===== src/rtl/systolic_mac_pe_pkg.sv =====
// rtl/systolic_mac_pe_pkg.sv - shared state type and saturating add for the systolic MAC PE
package systolic_pkg;

  typedef enum logic {
    IDLE = 1'b0,
    PASS = 1'b1
  } pe_state_t;

  // Working width for the add; wide enough for any ACC_W up to 63 bits.
  localparam int SAT_W = 64;

  // Operands arrive already sign- or zero-extended to SAT_W bits, so the sum is exact.
  // Returns {ovf, sum}; only the low acc_w bits of sum are meaningful to the caller.
  function automatic logic [SAT_W:0] sat_add(
    input logic [SAT_W-1:0] acc,
    input logic [SAT_W-1:0] prod,
    input int unsigned      acc_w,
    input logic             is_signed,
    input logic             saturate
  );
    logic [SAT_W-1:0] sum;
    logic [SAT_W-1:0] umax;
    logic [SAT_W-1:0] smax;
    logic [SAT_W-1:0] smin;
    logic             ovf;
    sum  = acc + prod;
    umax = (SAT_W'(1) << acc_w) - SAT_W'(1);
    smax = (SAT_W'(1) << (acc_w - 1)) - SAT_W'(1);
    // Bitwise inverse of the positive limit is the sign-extended negative limit.
    smin = ~smax;
    if (is_signed) begin
      ovf = ($signed(sum) > $signed(smax)) || ($signed(sum) < $signed(smin));
    end else begin
      ovf = (sum > umax);
    end
    if (ovf && saturate) begin
      if (!is_signed) begin
        sum = umax;
      end else if (sum[SAT_W-1]) begin
        sum = smin;
      end else begin
        sum = smax;
      end
    end
    return {ovf, sum};
  endfunction

endpackage


===== src/rtl/systolic_mac_pe_if.sv =====
// rtl/systolic_mac_pe_if.sv - operand, clear and partial-sum link between neighbouring PEs
interface systolic_mac_pe_if #(
  parameter int DATA_W = 8,
  parameter int ACC_W  = 24
);
  logic [DATA_W-1:0] a;
  logic              a_valid;
  logic              clear;
  logic [DATA_W-1:0] b;
  logic              b_valid;
  logic [ACC_W-1:0]  psum;
  logic              psum_valid;
  logic              psum_last;

  modport master (
    output a, a_valid, clear, b, b_valid, psum, psum_valid, psum_last
  );

  modport slave (
    input a, a_valid, clear, b, b_valid, psum, psum_valid, psum_last
  );
endinterface


===== src/rtl/systolic_mac_pe_mac_sat_unit.sv =====
// rtl/systolic_mac_pe_mac_sat_unit.sv - combinational multiply, accumulate, overflow detect and clamp
module mac_sat_unit
  import systolic_pkg::*;
#(
  parameter int DATA_W   = 8,
  parameter int ACC_W    = 24,
  parameter int SIGNED   = 0,
  parameter int SATURATE = 1
) (
  input  logic [DATA_W-1:0] a_i,
  input  logic [DATA_W-1:0] b_i,
  input  logic              fire_i,
  input  logic              clear_i,
  input  logic [ACC_W-1:0]  acc_i,
  output logic [ACC_W-1:0]  acc_next_o,
  output logic              ovf_o
);

  localparam int PROD_W = 2 * DATA_W;

  logic [PROD_W-1:0] prod;
  logic [SAT_W-1:0]  prod_ext;
  logic [ACC_W-1:0]  base;
  logic [SAT_W-1:0]  base_ext;
  logic [SAT_W:0]    res;
  logic              unused_res_hi;

  // Full-width product, then extended to the working width according to signedness
  always_comb begin
    if (SIGNED != 0) begin
      prod     = $signed({{DATA_W{a_i[DATA_W-1]}}, a_i}) * $signed({{DATA_W{b_i[DATA_W-1]}}, b_i});
      prod_ext = SAT_W'($signed(prod));
    end else begin
      prod     = {{DATA_W{1'b0}}, a_i} * {{DATA_W{1'b0}}, b_i};
      prod_ext = SAT_W'(prod);
    end
  end

  // Clear restarts the tile from zero; without a fire the accumulator simply holds
  always_comb begin
    base = clear_i ? '0 : acc_i;
    if (SIGNED != 0) begin
      base_ext = SAT_W'($signed(base));
    end else begin
      base_ext = SAT_W'(base);
    end
    res        = sat_add(base_ext, prod_ext, ACC_W, SIGNED != 0, SATURATE != 0);
    acc_next_o = fire_i ? res[ACC_W-1:0] : acc_i;
    ovf_o      = fire_i & res[SAT_W];
  end

  assign unused_res_hi = ^res[SAT_W-1:ACC_W];

endmodule


===== src/rtl/systolic_mac_pe.sv =====
// rtl/systolic_mac_pe.sv - output-stationary systolic MAC processing element with drain chain
module systolic_mac_pe
  import systolic_pkg::*;
#(
  parameter int DATA_W   = 8,
  parameter int ACC_W    = 24,
  parameter int SIGNED   = 0,
  parameter int SATURATE = 1
) (
  input  logic              clk,
  input  logic              rst,
  systolic_mac_pe_if.slave  up_i,
  systolic_mac_pe_if.master dn_o,
  input  logic              drain_i,
  input  logic              chain_head_i,
  output logic              busy_o,
  output logic              overflow_o,
  output logic              drain_err_o
);

  pe_state_t         state_q, state_d;
  logic [DATA_W-1:0] a_q, b_q;
  logic              a_valid_q, b_valid_q, clear_q;
  logic [ACC_W-1:0]  acc_q, acc_d, acc_next;
  logic [ACC_W-1:0]  psum_q, psum_d;
  logic              psum_valid_q, psum_valid_d;
  logic              psum_last_q, psum_last_d;
  logic              overflow_q, overflow_d;
  logic              drain_err_q, drain_err_d;
  logic              fire;
  logic              mac_ovf;

  assign fire = up_i.a_valid & up_i.b_valid;

  mac_sat_unit #(
    .DATA_W   (DATA_W),
    .ACC_W    (ACC_W),
    .SIGNED   (SIGNED),
    .SATURATE (SATURATE)
  ) u_mac (
    .a_i        (up_i.a),
    .b_i        (up_i.b),
    .fire_i     (fire),
    .clear_i    (up_i.clear),
    .acc_i      (acc_q),
    .acc_next_o (acc_next),
    .ovf_o      (mac_ovf)
  );

  // Operand forwarding: unconditional one-cycle copies to east and south neighbours
  always_ff @(posedge clk or posedge rst) begin
    if (rst) begin
      a_q       <= '0;
      a_valid_q <= 1'b0;
      clear_q   <= 1'b0;
      b_q       <= '0;
      b_valid_q <= 1'b0;
    end else begin
      a_q       <= up_i.a;
      a_valid_q <= up_i.a_valid;
      clear_q   <= up_i.clear;
      b_q       <= up_i.b;
      b_valid_q <= up_i.b_valid;
    end
  end

  // Drain FSM state register
  always_ff @(posedge clk or posedge rst) begin
    if (rst) begin
      state_q <= IDLE;
    end else begin
      state_q <= state_d;
    end
  end

  // Next state: a non-head drain enters PASS until the upstream last beat goes by
  always_comb begin
    state_d = state_q;
    case (state_q)
      IDLE:    if (drain_i && !chain_head_i) state_d = PASS;
      PASS:    if (up_i.psum_valid && up_i.psum_last) state_d = IDLE;
      default: state_d = IDLE;
    endcase
  end

  // Outputs: own drain beat in IDLE, transparent forwarding in PASS, quiet otherwise
  always_comb begin
    psum_d       = '0;
    psum_valid_d = 1'b0;
    psum_last_d  = 1'b0;
    acc_d        = acc_next;
    case (state_q)
      IDLE: begin
        if (drain_i) begin
          psum_d       = acc_next;
          psum_valid_d = 1'b1;
          psum_last_d  = chain_head_i;
          acc_d        = '0;
        end
      end
      PASS: begin
        psum_d       = up_i.psum;
        psum_valid_d = up_i.psum_valid;
        psum_last_d  = up_i.psum_last;
      end
      default: ;
    endcase
    overflow_d  = overflow_q | mac_ovf;
    drain_err_d = drain_err_q | (drain_i && (state_q == PASS));
  end

  // Accumulator, partial-sum output registers and sticky flags
  always_ff @(posedge clk or posedge rst) begin
    if (rst) begin
      acc_q        <= '0;
      psum_q       <= '0;
      psum_valid_q <= 1'b0;
      psum_last_q  <= 1'b0;
      overflow_q   <= 1'b0;
      drain_err_q  <= 1'b0;
    end else begin
      acc_q        <= acc_d;
      psum_q       <= psum_d;
      psum_valid_q <= psum_valid_d;
      psum_last_q  <= psum_last_d;
      overflow_q   <= overflow_d;
      drain_err_q  <= drain_err_d;
    end
  end

  assign dn_o.a          = a_q;
  assign dn_o.a_valid    = a_valid_q;
  assign dn_o.clear      = clear_q;
  assign dn_o.b          = b_q;
  assign dn_o.b_valid    = b_valid_q;
  assign dn_o.psum       = psum_q;
  assign dn_o.psum_valid = psum_valid_q;
  assign dn_o.psum_last  = psum_last_q;
  assign busy_o          = (state_q != IDLE);
  assign overflow_o      = overflow_q;
  assign drain_err_o     = drain_err_q;

endmodule


===== src/flat_wrapper.sv =====
// flat-port wrapper written by rule: the top's interface ports become plain ports
module systolic_mac_pe_flat import systolic_pkg::*;
#(
  parameter int DATA_W   = 8,
  parameter int ACC_W    = 24,
  parameter int SIGNED   = 0,
  parameter int SATURATE = 1
)
  (clk, rst, drain_i, chain_head_i, busy_o, overflow_o, drain_err_o, up_i_a, up_i_a_valid, up_i_clear, up_i_b, up_i_b_valid, up_i_psum, up_i_psum_valid, up_i_psum_last, dn_o_a, dn_o_a_valid, dn_o_clear, dn_o_b, dn_o_b_valid, dn_o_psum, dn_o_psum_valid, dn_o_psum_last);
  systolic_mac_pe_if #(.DATA_W(DATA_W), .ACC_W(ACC_W)) up_i_i ();
  systolic_mac_pe_if #(.DATA_W(DATA_W), .ACC_W(ACC_W)) dn_o_i ();
  input  logic clk;
  input  logic rst;
  input  logic drain_i;
  input  logic chain_head_i;
  output logic busy_o;
  output logic overflow_o;
  output logic drain_err_o;
  input wire logic [$bits(up_i_i.a)-1:0] up_i_a;
  input wire logic [$bits(up_i_i.a_valid)-1:0] up_i_a_valid;
  input wire logic [$bits(up_i_i.clear)-1:0] up_i_clear;
  input wire logic [$bits(up_i_i.b)-1:0] up_i_b;
  input wire logic [$bits(up_i_i.b_valid)-1:0] up_i_b_valid;
  input wire logic [$bits(up_i_i.psum)-1:0] up_i_psum;
  input wire logic [$bits(up_i_i.psum_valid)-1:0] up_i_psum_valid;
  input wire logic [$bits(up_i_i.psum_last)-1:0] up_i_psum_last;
  output wire logic [$bits(dn_o_i.a)-1:0] dn_o_a;
  output wire logic [$bits(dn_o_i.a_valid)-1:0] dn_o_a_valid;
  output wire logic [$bits(dn_o_i.clear)-1:0] dn_o_clear;
  output wire logic [$bits(dn_o_i.b)-1:0] dn_o_b;
  output wire logic [$bits(dn_o_i.b_valid)-1:0] dn_o_b_valid;
  output wire logic [$bits(dn_o_i.psum)-1:0] dn_o_psum;
  output wire logic [$bits(dn_o_i.psum_valid)-1:0] dn_o_psum_valid;
  output wire logic [$bits(dn_o_i.psum_last)-1:0] dn_o_psum_last;
  assign up_i_i.a = up_i_a;
  assign up_i_i.a_valid = up_i_a_valid;
  assign up_i_i.clear = up_i_clear;
  assign up_i_i.b = up_i_b;
  assign up_i_i.b_valid = up_i_b_valid;
  assign up_i_i.psum = up_i_psum;
  assign up_i_i.psum_valid = up_i_psum_valid;
  assign up_i_i.psum_last = up_i_psum_last;
  assign dn_o_a = dn_o_i.a;
  assign dn_o_a_valid = dn_o_i.a_valid;
  assign dn_o_clear = dn_o_i.clear;
  assign dn_o_b = dn_o_i.b;
  assign dn_o_b_valid = dn_o_i.b_valid;
  assign dn_o_psum = dn_o_i.psum;
  assign dn_o_psum_valid = dn_o_i.psum_valid;
  assign dn_o_psum_last = dn_o_i.psum_last;
  systolic_mac_pe #(.DATA_W(DATA_W), .ACC_W(ACC_W), .SIGNED(SIGNED), .SATURATE(SATURATE)) u_core (.clk(clk), .rst(rst), .up_i(up_i_i), .dn_o(dn_o_i), .drain_i(drain_i), .chain_head_i(chain_head_i), .busy_o(busy_o), .overflow_o(overflow_o), .drain_err_o(drain_err_o));
endmodule

===== config.mk =====
export PLATFORM = sky130hd
export DESIGN_NAME = systolic_mac_pe_flat
export DESIGN_NICKNAME = d
export VERILOG_FILES = /design/src/rtl/systolic_mac_pe_pkg.sv /design/src/rtl/systolic_mac_pe_if.sv /design/src/rtl/systolic_mac_pe_mac_sat_unit.sv /design/src/rtl/systolic_mac_pe.sv /design/src/flat_wrapper.sv
export SDC_FILE = /design/constraint.sdc
export NUM_CORES = 1
export LEC_CHECK = 0
export BUFFER_PORTS_ARGS = -buffer_cell sky130_fd_sc_hd__buf_2
export CAP_MARGIN = 30
export CORE_UTILIZATION = 45
export CTS_BUF_LIST = sky130_fd_sc_hd__clkbuf_4 sky130_fd_sc_hd__clkbuf_8 sky130_fd_sc_hd__clkbuf_16
export DETAILED_ROUTE_END_ITERATION = 12
export GPL_TIMING_DRIVEN = 0
export HOLD_SLACK_MARGIN = 0.03
export PLACE_DENSITY = 0.69
export SLEW_MARGIN = 0
export SYNTH_ARGS = -nofsm -noshare
export SYNTH_HDL_FRONTEND = slang
export SYNTH_SLANG_ARGS = --single-unit

===== constraint.sdc =====
create_clock -name clk -period 4.8 [get_ports clk]
set_clock_uncertainty 0.15 [all_clocks]
set_input_delay 0.96 -clock clk [delete_from_list [all_inputs] [get_ports clk]]
set_output_delay 0.96 -clock clk [all_outputs]
set_load 0.03 [all_outputs]

==> PnR_summary.wiki, run 1 <==
{| class="wikitable"
! Metric !! Value
|-
| Placer's final routability congestion estimate || 0.870
|-
| Overall Global Routing Usage || 25.9%
|-
| Routed wire per std cell || 17.8 µm
|-
| Primary flip-flop cell chosen by synthesis mapping || sky130_fd_sc_hd__dfrtp_1
|-
| Number of port buffers || 96
|-
| Synthesized netlist cell count || 604
|-
| TritonCTS clock tree || done
|-
| Commonest cells in the synthesized netlist || sky130_fd_sc_hd__inv_1 (90), sky130_fd_sc_hd__nand2_1 (80), sky130_fd_sc_hd__dfrtp_1 (72)
|-
| Data arrival time of the critical path || 5.17 ns
|-
| Relative slew margins || 39.8%
|-
| Total of warnings raised by yosys || 0
|-
| Total routed wirelength || between 15000 and 20000 µm
|-
| Highest metal layer used by the detailed router || met4
|-
| Per-instance average area after synthesis || 9.52 µm²
|-
| Final number of max-transition violations || 0
|-
| Detailed-routing wirelength on met1 || 6650 µm
|-
| Clk Latency, worst-skew pair || about 0.35 ns
|-
| Detail Route met3 WL || 860 µm
|-
| Worst Hold Margin || 0.306 ns
|-
| Startpoint-to-endpoint class of the critical path || in -> reg
|-
| Result of the run || complete, but fails checks
|-
| Worst setup SP type || input port
|-
| Final WS setup || -0.306 ns
|-
| Leak Pwr || 3.91 nW
|-
| Ordered list of cells on the worst path || buf_12, and2_4, fa_1, fa_1, fa_1, inv_2, fa_1, inv_2, ha_4, and3_4, o21a_1, o2111ai_4, buf_4, a31oi_4, a211oi_2, a2111oi_4, o21ai_1
|-
| Total vias in the final route || 5000
|-
| Post-CTS clock slew at the launch and capture registers of the worst setup and hold paths || 0.06 ns
|-
| Maximum capacitance violations || 0
|-
| Length of the first detailed-routing pass in iterations || 6
|-
| First-pass GRT wire length || 26000 µm
|-
| Period utilisation layout || 106%
|-
| Crit path max-delay cell type || sky130_fd_sc_hd__fa_1
|-
| Number of cells in the finished layout apart from fillers || 923
|-
| Fraction of layout cells with a size suffix above 1 || 33.2%
|-
| Number of standard-cell rows in the floorplan || 40
|-
| Initial core utilization || 47.1%
|-
| Clock period minus worst slack || about 5.1 ns
|-
| Final net count || 890
|-
| Power density cells || 490 nW/µm²
|-
| Number of hold buffers added after CTS || 0
|-
| Synth cell types || 58
|-
| Number of remaining DRC errors || 0
|-
| Die Y || roughly 120 µm
|-
| Final antenna diode count || 0
|-
| Post-synthesis async set-or-reset flop share || 100%
|-
| Required time of the worst setup path || between 4 and 5 ns
|-
| Failing checks || setup timing
|-
| Crit path capture type || register
|-
| Achievable Freq || around 200 MHz
|-
| Number of antenna violations at the first check in global routing || 0
|-
| Floorplan die area || 13200 µm²
|-
| Placed Area || 6670 µm²
|-
| Hpwl dp || about 11000 µm
|-
| Cell type with the highest occurrence count on the critical path || sky130_fd_sc_hd__fa_1
|-
| Synth Cell Area || 5750 µm²
|-
| GR Overflow Total || 0
|-
| Critical path's largest stage delay || between 0.5 and 0.6 ns
|-
| Clock Path Buffers || 2
|-
| Number of clock sinks seen by CTS || 72
|-
| Maximum number of pins on one net before global-route repair || 73
|-
| Die width || 115 µm
|-
| Fill cells || roughly 1000
|-
| Final instance area || 7850 µm²
|-
| Main area contributors after synthesis || sky130_fd_sc_hd__dfrtp_1 (31%), sky130_fd_sc_hd__fa_1 (17%), sky130_fd_sc_hd__ha_1 (8.9%), sky130_fd_sc_hd__inv_1 (5.9%), sky130_fd_sc_hd__nand2_1 (5.2%)
|-
| Growth of design area from synthesis to finish || 36.5%
|-
| Master cell of the clock root buffer || sky130_fd_sc_hd__clkbuf_16
|-
| Tightest Hold Check Type || reg -> reg
|-
| Worst-case setup slack after placement || -1.12 ns
|-
| Vias in the first global route || about 5300
|-
| Worst ir drop on vdd || 273 µV
|-
| Slew @ Worst Pin || 0.903 ns
|-
| Setup repair after global routing missed its margin || yes
|-
| Library cell occupying the most area in the post-synthesis netlist || sky130_fd_sc_hd__dfrtp_1
|-
| Cells after DPL || 868
|-
| Post-route ant nets || 0
|-
| Number of buffers created by CTS || 9
|-
| Number of synthesized register bits || just over 70
|-
| Net count after synthesis || 744
|-
| Number of flops mapped to enable cells by yosys || 0
|-
| 1st-iter DRT viols || 371
|-
| Final setup violation count || 49
|-
| Maximum level of the CTS H-tree || 3
|-
| Area inside the core boundary || 12200 µm²
|-
| Detail Route met2 WL || ~8500 µm
|-
| Fraction of the core area covered by cells at the end of the flow || 64.3%
|-
| Biggest fanout along the worst timing path || 5
|-
| Share of the synthesized area in the top cell type || a little under a third
|-
| Most repeated cell in the gate-level netlist after synthesis || sky130_fd_sc_hd__inv_1
|-
| Vias per cell || 5.42
|-
| Final hold viol count || 0
|-
| Number of primary I/O pins || 97
|-
| Seq/Total Area, Yosys || between 30% and 40%
|}
power breakdown:
part	switching, mW	internal [mW]	total [mW]
registers	0.0473	0.697	0.744
clock network	0.289	0.358	0.647
logic	1.34	1.11	2.46
total	1.68	2.17	3.85
kinds of logic (layout without fill, tap and decap cells):
kind of cell	count (synthesis)	in the layout	synth area share (%)
flops	72	72	31.3
buf+inv	115	266	7.76
mux	3	3	0.522
compound gates	112	112	14.7
simple gates	198	198	17.4
fa+ha+maj	91	91	26.3
xor+xnor	13	13	1.98
timing repair:
item,in CTS,in global routing
setup buffers,27,13
pin swaps,59,38
resized for setup,93,49
setup endpoints to repair,49,49
gates cloned,2,1
final timing paths:
kind / startpoint / end / slack, ns / cells past startpoint
max: up_i_a[4] / u_core.dn_o.psum[21] / -0.31 / 17
min: u_core.drain_err_o / u_core.drain_err_o / 0.31 / 1
max reg2reg: register / u_core.dn_o.psum[21] / 0.12 / 17
min reg2reg: u_core.drain_err_o / u_core.drain_err_o / 0.31 / 1
max in group asynchronous: rst / u_core.dn_o.a[5] / 3.26 / 2
min in group asynchronous: rst / u_core.dn_o.psum[11] / 0.67 / 2
cell type report:
| class | instances | area, µm² | share of cell area [%] |
|---|---|---|---|
| Buffer | 22 | 124 | 1.58 |
| Clock inverter | 6 | 43.8 | 0.558 |
| Sequential cell | 72 | 1800 | 22.9 |
| Tap cell | 168 | 210 | 2.68 |
| Multi-Input combinational cell | 417 | 4070 | 51.8 |
| Clock buffer | 10 | 233 | 2.96 |
| Timing Repair Buffer | 138 | 1020 | 13.0 |
| Inverter | 90 | 348 | 4.43 |
cells in the final DEF (no fill, tap or decap), types with 5 or more instances in the layout:
master                       n
sky130_fd_sc_hd__buf_2      79
sky130_fd_sc_hd__nand2_1    71
sky130_fd_sc_hd__buf_6      19
sky130_fd_sc_hd__o211ai_1    5
sky130_fd_sc_hd__nand2_2     6
sky130_fd_sc_hd__clkbuf_16  10
sky130_fd_sc_hd__o21ai_0    16
sky130_fd_sc_hd__a211oi_2    7
sky130_fd_sc_hd__and2_1     39
sky130_fd_sc_hd__a21o_1      5
sky130_fd_sc_hd__o21ai_1     8
sky130_fd_sc_hd__a22o_1      9
sky130_fd_sc_hd__ha_1       33
sky130_fd_sc_hd__fa_1       46
sky130_fd_sc_hd__a21oi_4     5
sky130_fd_sc_hd__clkbuf_1   18
sky130_fd_sc_hd__and2_4      6
sky130_fd_sc_hd__nor2b_1     8
sky130_fd_sc_hd__inv_1      80
sky130_fd_sc_hd__ha_4        7
sky130_fd_sc_hd__nand3_4     5
sky130_fd_sc_hd__o211a_1    11
sky130_fd_sc_hd__xnor2_1     6
sky130_fd_sc_hd__nand3_1     7
sky130_fd_sc_hd__nor2_1     21
sky130_fd_sc_hd__buf_8       6
sky130_fd_sc_hd__inv_2       8
sky130_fd_sc_hd__buf_4      31
sky130_fd_sc_hd__a21oi_1    13
sky130_fd_sc_hd__dfrtp_1    72
sky130_fd_sc_hd__nand4_1     5
critical path, delay by kind of cell:
kind / cells / cell delay [ns]
compound gates: 6 / 1.13
fa+ha+maj: 5 / 2.36
simple gates: 2 / 0.33
buf+inv: 4 / 0.39
routing by layer:
metal | vias up | track usage [%]
met5 | - | 0
met4 | 0 | 9.44
met3 | 32 | 4.64
met2 | 158 | 46.2
met1 | 2523 | 31.4
li1 | 2287 | -
stage by stage:
stage / total power, mW / TNS [ns]
finish: 3.85 / -9.48
global placement: 2.61 / -43.64
detailed placement: 2.67 / -45.27
floorplan: 2.23 / -7.24
CTS: 3.56 / -7.21
global route: 4.11 / -16.89
Note: power is estimated with default switching activity, not from simulation.
==> inputs of run 2 (changes only) <==
--- a/config.mk
+++ b/config.mk
@@ -9,10 +9,12 @@
 export CAP_MARGIN = 30
 export CORE_UTILIZATION = 45
 export CTS_BUF_LIST = sky130_fd_sc_hd__clkbuf_4 sky130_fd_sc_hd__clkbuf_8 sky130_fd_sc_hd__clkbuf_16
+export CTS_CLUSTER_SIZE = 20
 export DETAILED_ROUTE_END_ITERATION = 12
 export GPL_TIMING_DRIVEN = 0
 export HOLD_SLACK_MARGIN = 0.03
 export PLACE_DENSITY = 0.69
+export REMOVE_ABC_BUFFERS = 1
 export SLEW_MARGIN = 0
 export SYNTH_ARGS = -nofsm -noshare
 export SYNTH_HDL_FRONTEND = slang
==> run 2 against run 1 <==
Against the previous run:
- the run still ends with setup timing left
- register-to-register slack gained 0.16 ns
- combinational power shrank 4%
- routed wire length shrank 6.9%
- core utilization shrank 1.3 points
- largest cell class unchanged
- highest routed layer unchanged
==> PnR_summary.wiki, run 2 (same netlist as run 1, synthesis figures left out) <==
{| class="wikitable"
! Metric !! Value
|-
| Clock Path Buffers || 2 (unchanged)
|-
| Clock period minus worst slack || 5.04 ns (was 5.11 ns)
|-
| Placer's final routability congestion estimate || 0.866 (was 0.870)
|-
| Final WS setup || -0.235 ns (was -0.306 ns)
|-
| Number of port buffers || 96 (unchanged)
|-
| Data arrival time of the critical path || 5.12 ns (was 5.17 ns)
|-
| Worst reg-to-reg path cell count || 15 (was 17)
|-
| Period utilisation layout || 105% (was 106%)
|-
| Post-route ant nets || 0 (unchanged)
|-
| Setup repair after global routing missed its margin || yes (unchanged)
|-
| GR Overflow Total || 0 (unchanged)
|-
| Power density cells || 488 nW/µm² (was 490 nW/µm²)
|-
| Number of hold buffers added after CTS || 0 (unchanged)
|-
| Fraction of power consumed by combinational cells || 62.8% (was 63.9%)
|-
| Number of clock sinks seen by CTS || 72 (unchanged)
|-
| Post-CTS clock slew at the launch and capture registers of the worst setup and hold paths || 0.06 ns (about the same)
|-
| Biggest fanout along the worst timing path || 8 (was 5)
|-
| Vias in the first global route || 5079 (was 5279)
|-
| Required time of the worst setup path || 4.89 ns (was 4.86 ns)
|-
| Growth of design area from synthesis to finish || 33.8% (was 36.5%)
|-
| Number of antenna violations at the first check in global routing || 0 (unchanged)
|-
| First-pass GRT wire length || 24500 µm (was 26000 µm)
|-
| Fraction of layout cells with a size suffix above 1 || 34.4% (was 33.2%)
|-
| Final instance area || 7700 µm² (was 7850 µm²)
|-
| Leak Pwr || 3.82 nW (was 3.91 nW)
|-
| Master cell of the clock root buffer || sky130_fd_sc_hd__clkbuf_16 (unchanged)
|-
| Leading cell types in the layout, fill and taps excluded || sky130_fd_sc_hd__inv_1 (81), sky130_fd_sc_hd__buf_2 (80), sky130_fd_sc_hd__nand2_1 (74) (was sky130_fd_sc_hd__inv_1 (80), sky130_fd_sc_hd__buf_2 (79), sky130_fd_sc_hd__dfrtp_1 (72))
|-
| Sequential share of power || 19.8% (was 19.3%)
|-
| Tightest Hold Check Type || reg -> reg (unchanged)
|-
| Maximum capacitance violations || 0 (unchanged)
|-
| Maximum level of the CTS H-tree || 3 (unchanged)
|-
| Sw Pwr || 1.62 mW (was 1.68 mW)
|-
| Number of buffers created by CTS || 9 (unchanged)
|-
| Initial core utilization || 47.1% (unchanged)
|-
| Most common cell after layout, fill and taps aside || sky130_fd_sc_hd__inv_1 (unchanged)
|-
| Die width || 115 µm (unchanged)
|-
| Area of all sequential standard cells || 1800 µm² (unchanged)
|-
| Relative slew margins || 40.6% (was 39.8%)
|-
| Overall Global Routing Usage || 24.3% (was 25.9%)
|-
| Floorplan die area || 13200 µm² (unchanged)
|-
| Maximum number of pins on one net before global-route repair || 73 (unchanged)
|-
| Result of the run || complete, but fails checks (unchanged)
|-
| Worst setup SP type || input port (unchanged)
|-
| Share of total power in the clock network || 17.4% (was 16.8%)
|-
| Final hold viol count || 0 (unchanged)
|-
| Final number of max-transition violations || 0 (unchanged)
|-
| Total routed wirelength || 15300 µm (was 16400 µm)
|-
| Number of remaining DRC errors || 0 (unchanged)
|-
| Worst-case setup slack after placement || -1.81 ns (was -1.12 ns)
|-
| Switching part of the total || 43.0% (was 43.7%)
|-
| Die Y || 115 µm (unchanged)
|-
| Final antenna diode count || 0 (unchanged)
|-
| Final setup violation count || 49 (unchanged)
|-
| Number of standard-cell rows in the floorplan || 40 (unchanged)
|-
| Hpwl dp || 10300 µm (was 11400 µm)
|-
| Routed wire per std cell || 16.9 µm (was 17.8 µm)
|-
| Fill cells || 997 (was 1029)
|-
| Number of primary I/O pins || 97 (unchanged)
|-
| Failing checks || setup timing (unchanged)
|-
| Area inside the core boundary || 12200 µm² (unchanged)
|-
| Placed Area || 6440 µm² (was 6670 µm²)
|-
| Clk Latency, worst-skew pair || 0.35 ns (about the same)
|-
| TritonCTS clock tree || done (unchanged)
|-
| Length of the first detailed-routing pass in iterations || 5 (was 6)
|-
| Crit path capture type || register (unchanged)
|-
| Multi-input logic area || 4020 µm² (was 4070 µm²)
|-
| 1st-iter DRT viols || 264 (was 371)
|-
| Startpoint-to-endpoint class of the critical path || in -> reg (unchanged)
|-
| Worst ir drop on vdd || 350 µV (was 273 µV)
|-
| Worst Hold Margin || 0.317 ns (was 0.306 ns)
|-
| Achievable Freq || 199 MHz (was 196 MHz)
|-
| Vias per cell || 5.44 (was 5.42)
|-
| Number of stages on the worst hold path || 1 (unchanged)
|-
| Slew @ Worst Pin || 0.891 ns (was 0.903 ns)
|-
| Power Internal || 2.14 mW (was 2.17 mW)
|-
| Final net count || 871 (was 890)
|-
| Total vias in the final route || 4919 (was 5000)
|}
## run 2: cell count changes in the layout (fill, tap and decap cells not counted), moves of 4 or more
| cell | change |
|---|---|
| sky130_fd_sc_hd__and2_1 | -6 |
| sky130_fd_sc_hd__and2_4 | +6 |
| sky130_fd_sc_hd__buf_4 | +4 |
| sky130_fd_sc_hd__buf_8 | -5 |
| sky130_fd_sc_hd__clkbuf_1 | -18 |
## run 2: layer usage
metal / part of all wire, % / global-route usage (%) / up-vias
met5: 0 / 0 / -
met4: 3.0 / 10.9 / 0
met3: 4.2 / 4.22 / 38
met2: 51 / 41.1 / 145
met1: 42 / 30.7 / 2491
li1: - / - / 2245
## run 2: timing repair
action                                  CTS  global route
buffers inserted                         34             6
gates resized for setup                 125            32
endpoints found under the setup margin   49            49
pin swaps                                90            45
gates cloned                              1             0
## run 2: worst max-delay path, stage by stage
cell                       delay [ns]
sky130_fd_sc_hd__buf_12          0.11
sky130_fd_sc_hd__and2_4          0.15
sky130_fd_sc_hd__fa_1            0.56
sky130_fd_sc_hd__fa_1            0.44
sky130_fd_sc_hd__fa_1            0.51
sky130_fd_sc_hd__inv_1           0.05
sky130_fd_sc_hd__fa_1            0.52
sky130_fd_sc_hd__inv_2           0.05
sky130_fd_sc_hd__ha_4            0.24
sky130_fd_sc_hd__a21o_1          0.21
sky130_fd_sc_hd__a21oi_2         0.21
sky130_fd_sc_hd__o211ai_4        0.15
sky130_fd_sc_hd__a21oi_4         0.27
sky130_fd_sc_hd__or3_4           0.28
sky130_fd_sc_hd__buf_12          0.13
sky130_fd_sc_hd__nand3_2         0.07
sky130_fd_sc_hd__a22o_1          0.18
## run 2: worst paths after layout
kind,slack (ns),start,end
max,-0.24,up_i_a[3],u_core.dn_o.psum[0]
min,0.32,u_core.drain_err_o,u_core.drain_err_o
max reg2reg,0.28,register,u_core.dn_o.psum[15]
min reg2reg,0.32,u_core.drain_err_o,u_core.drain_err_o
max in group asynchronous,3.26,rst,u_core.dn_o.a[5]
min in group asynchronous,0.67,rst,u_core.dn_o.psum[1]
## run 2: per-stage QoR
stage | utilization (%) | instances | TNS, ns | power, mW
after global placement | 51.9 | 843 | -72.26 | 2.33
after floorplan | - | 579 | -24.46 | 1.97
after CTS | 61.4 | 898 | -3.67 | 3.64
after detailed placement | 52.7 | 847 | -72.60 | 2.39
final | 63.0 | 904 | -6.80 | 3.75
after global routing | 63.0 | 904 | -14.15 | 4.02
## run 2: cell type report
class                           count  share of cell area, %
Tap cell                          168                   2.73
Sequential cell                    72                   23.4
Inverter                           90                   4.47
Clock inverter                      5                  0.504
Timing Repair Buffer              140                   13.5
Clock buffer                       11                   3.20
Multi-Input combinational cell    418                   52.2
## run 2: power by group through the flow
stage	Sequential (mW)	Combinational [mW]	Clock, mW
after floorplan	0.855	1.12	0
after global placement	0.759	1.57	0
after detailed placement	0.748	1.64	0
after CTS	0.740	2.23	0.668
after global routing	0.750	2.58	0.688
final	0.742	2.36	0.654
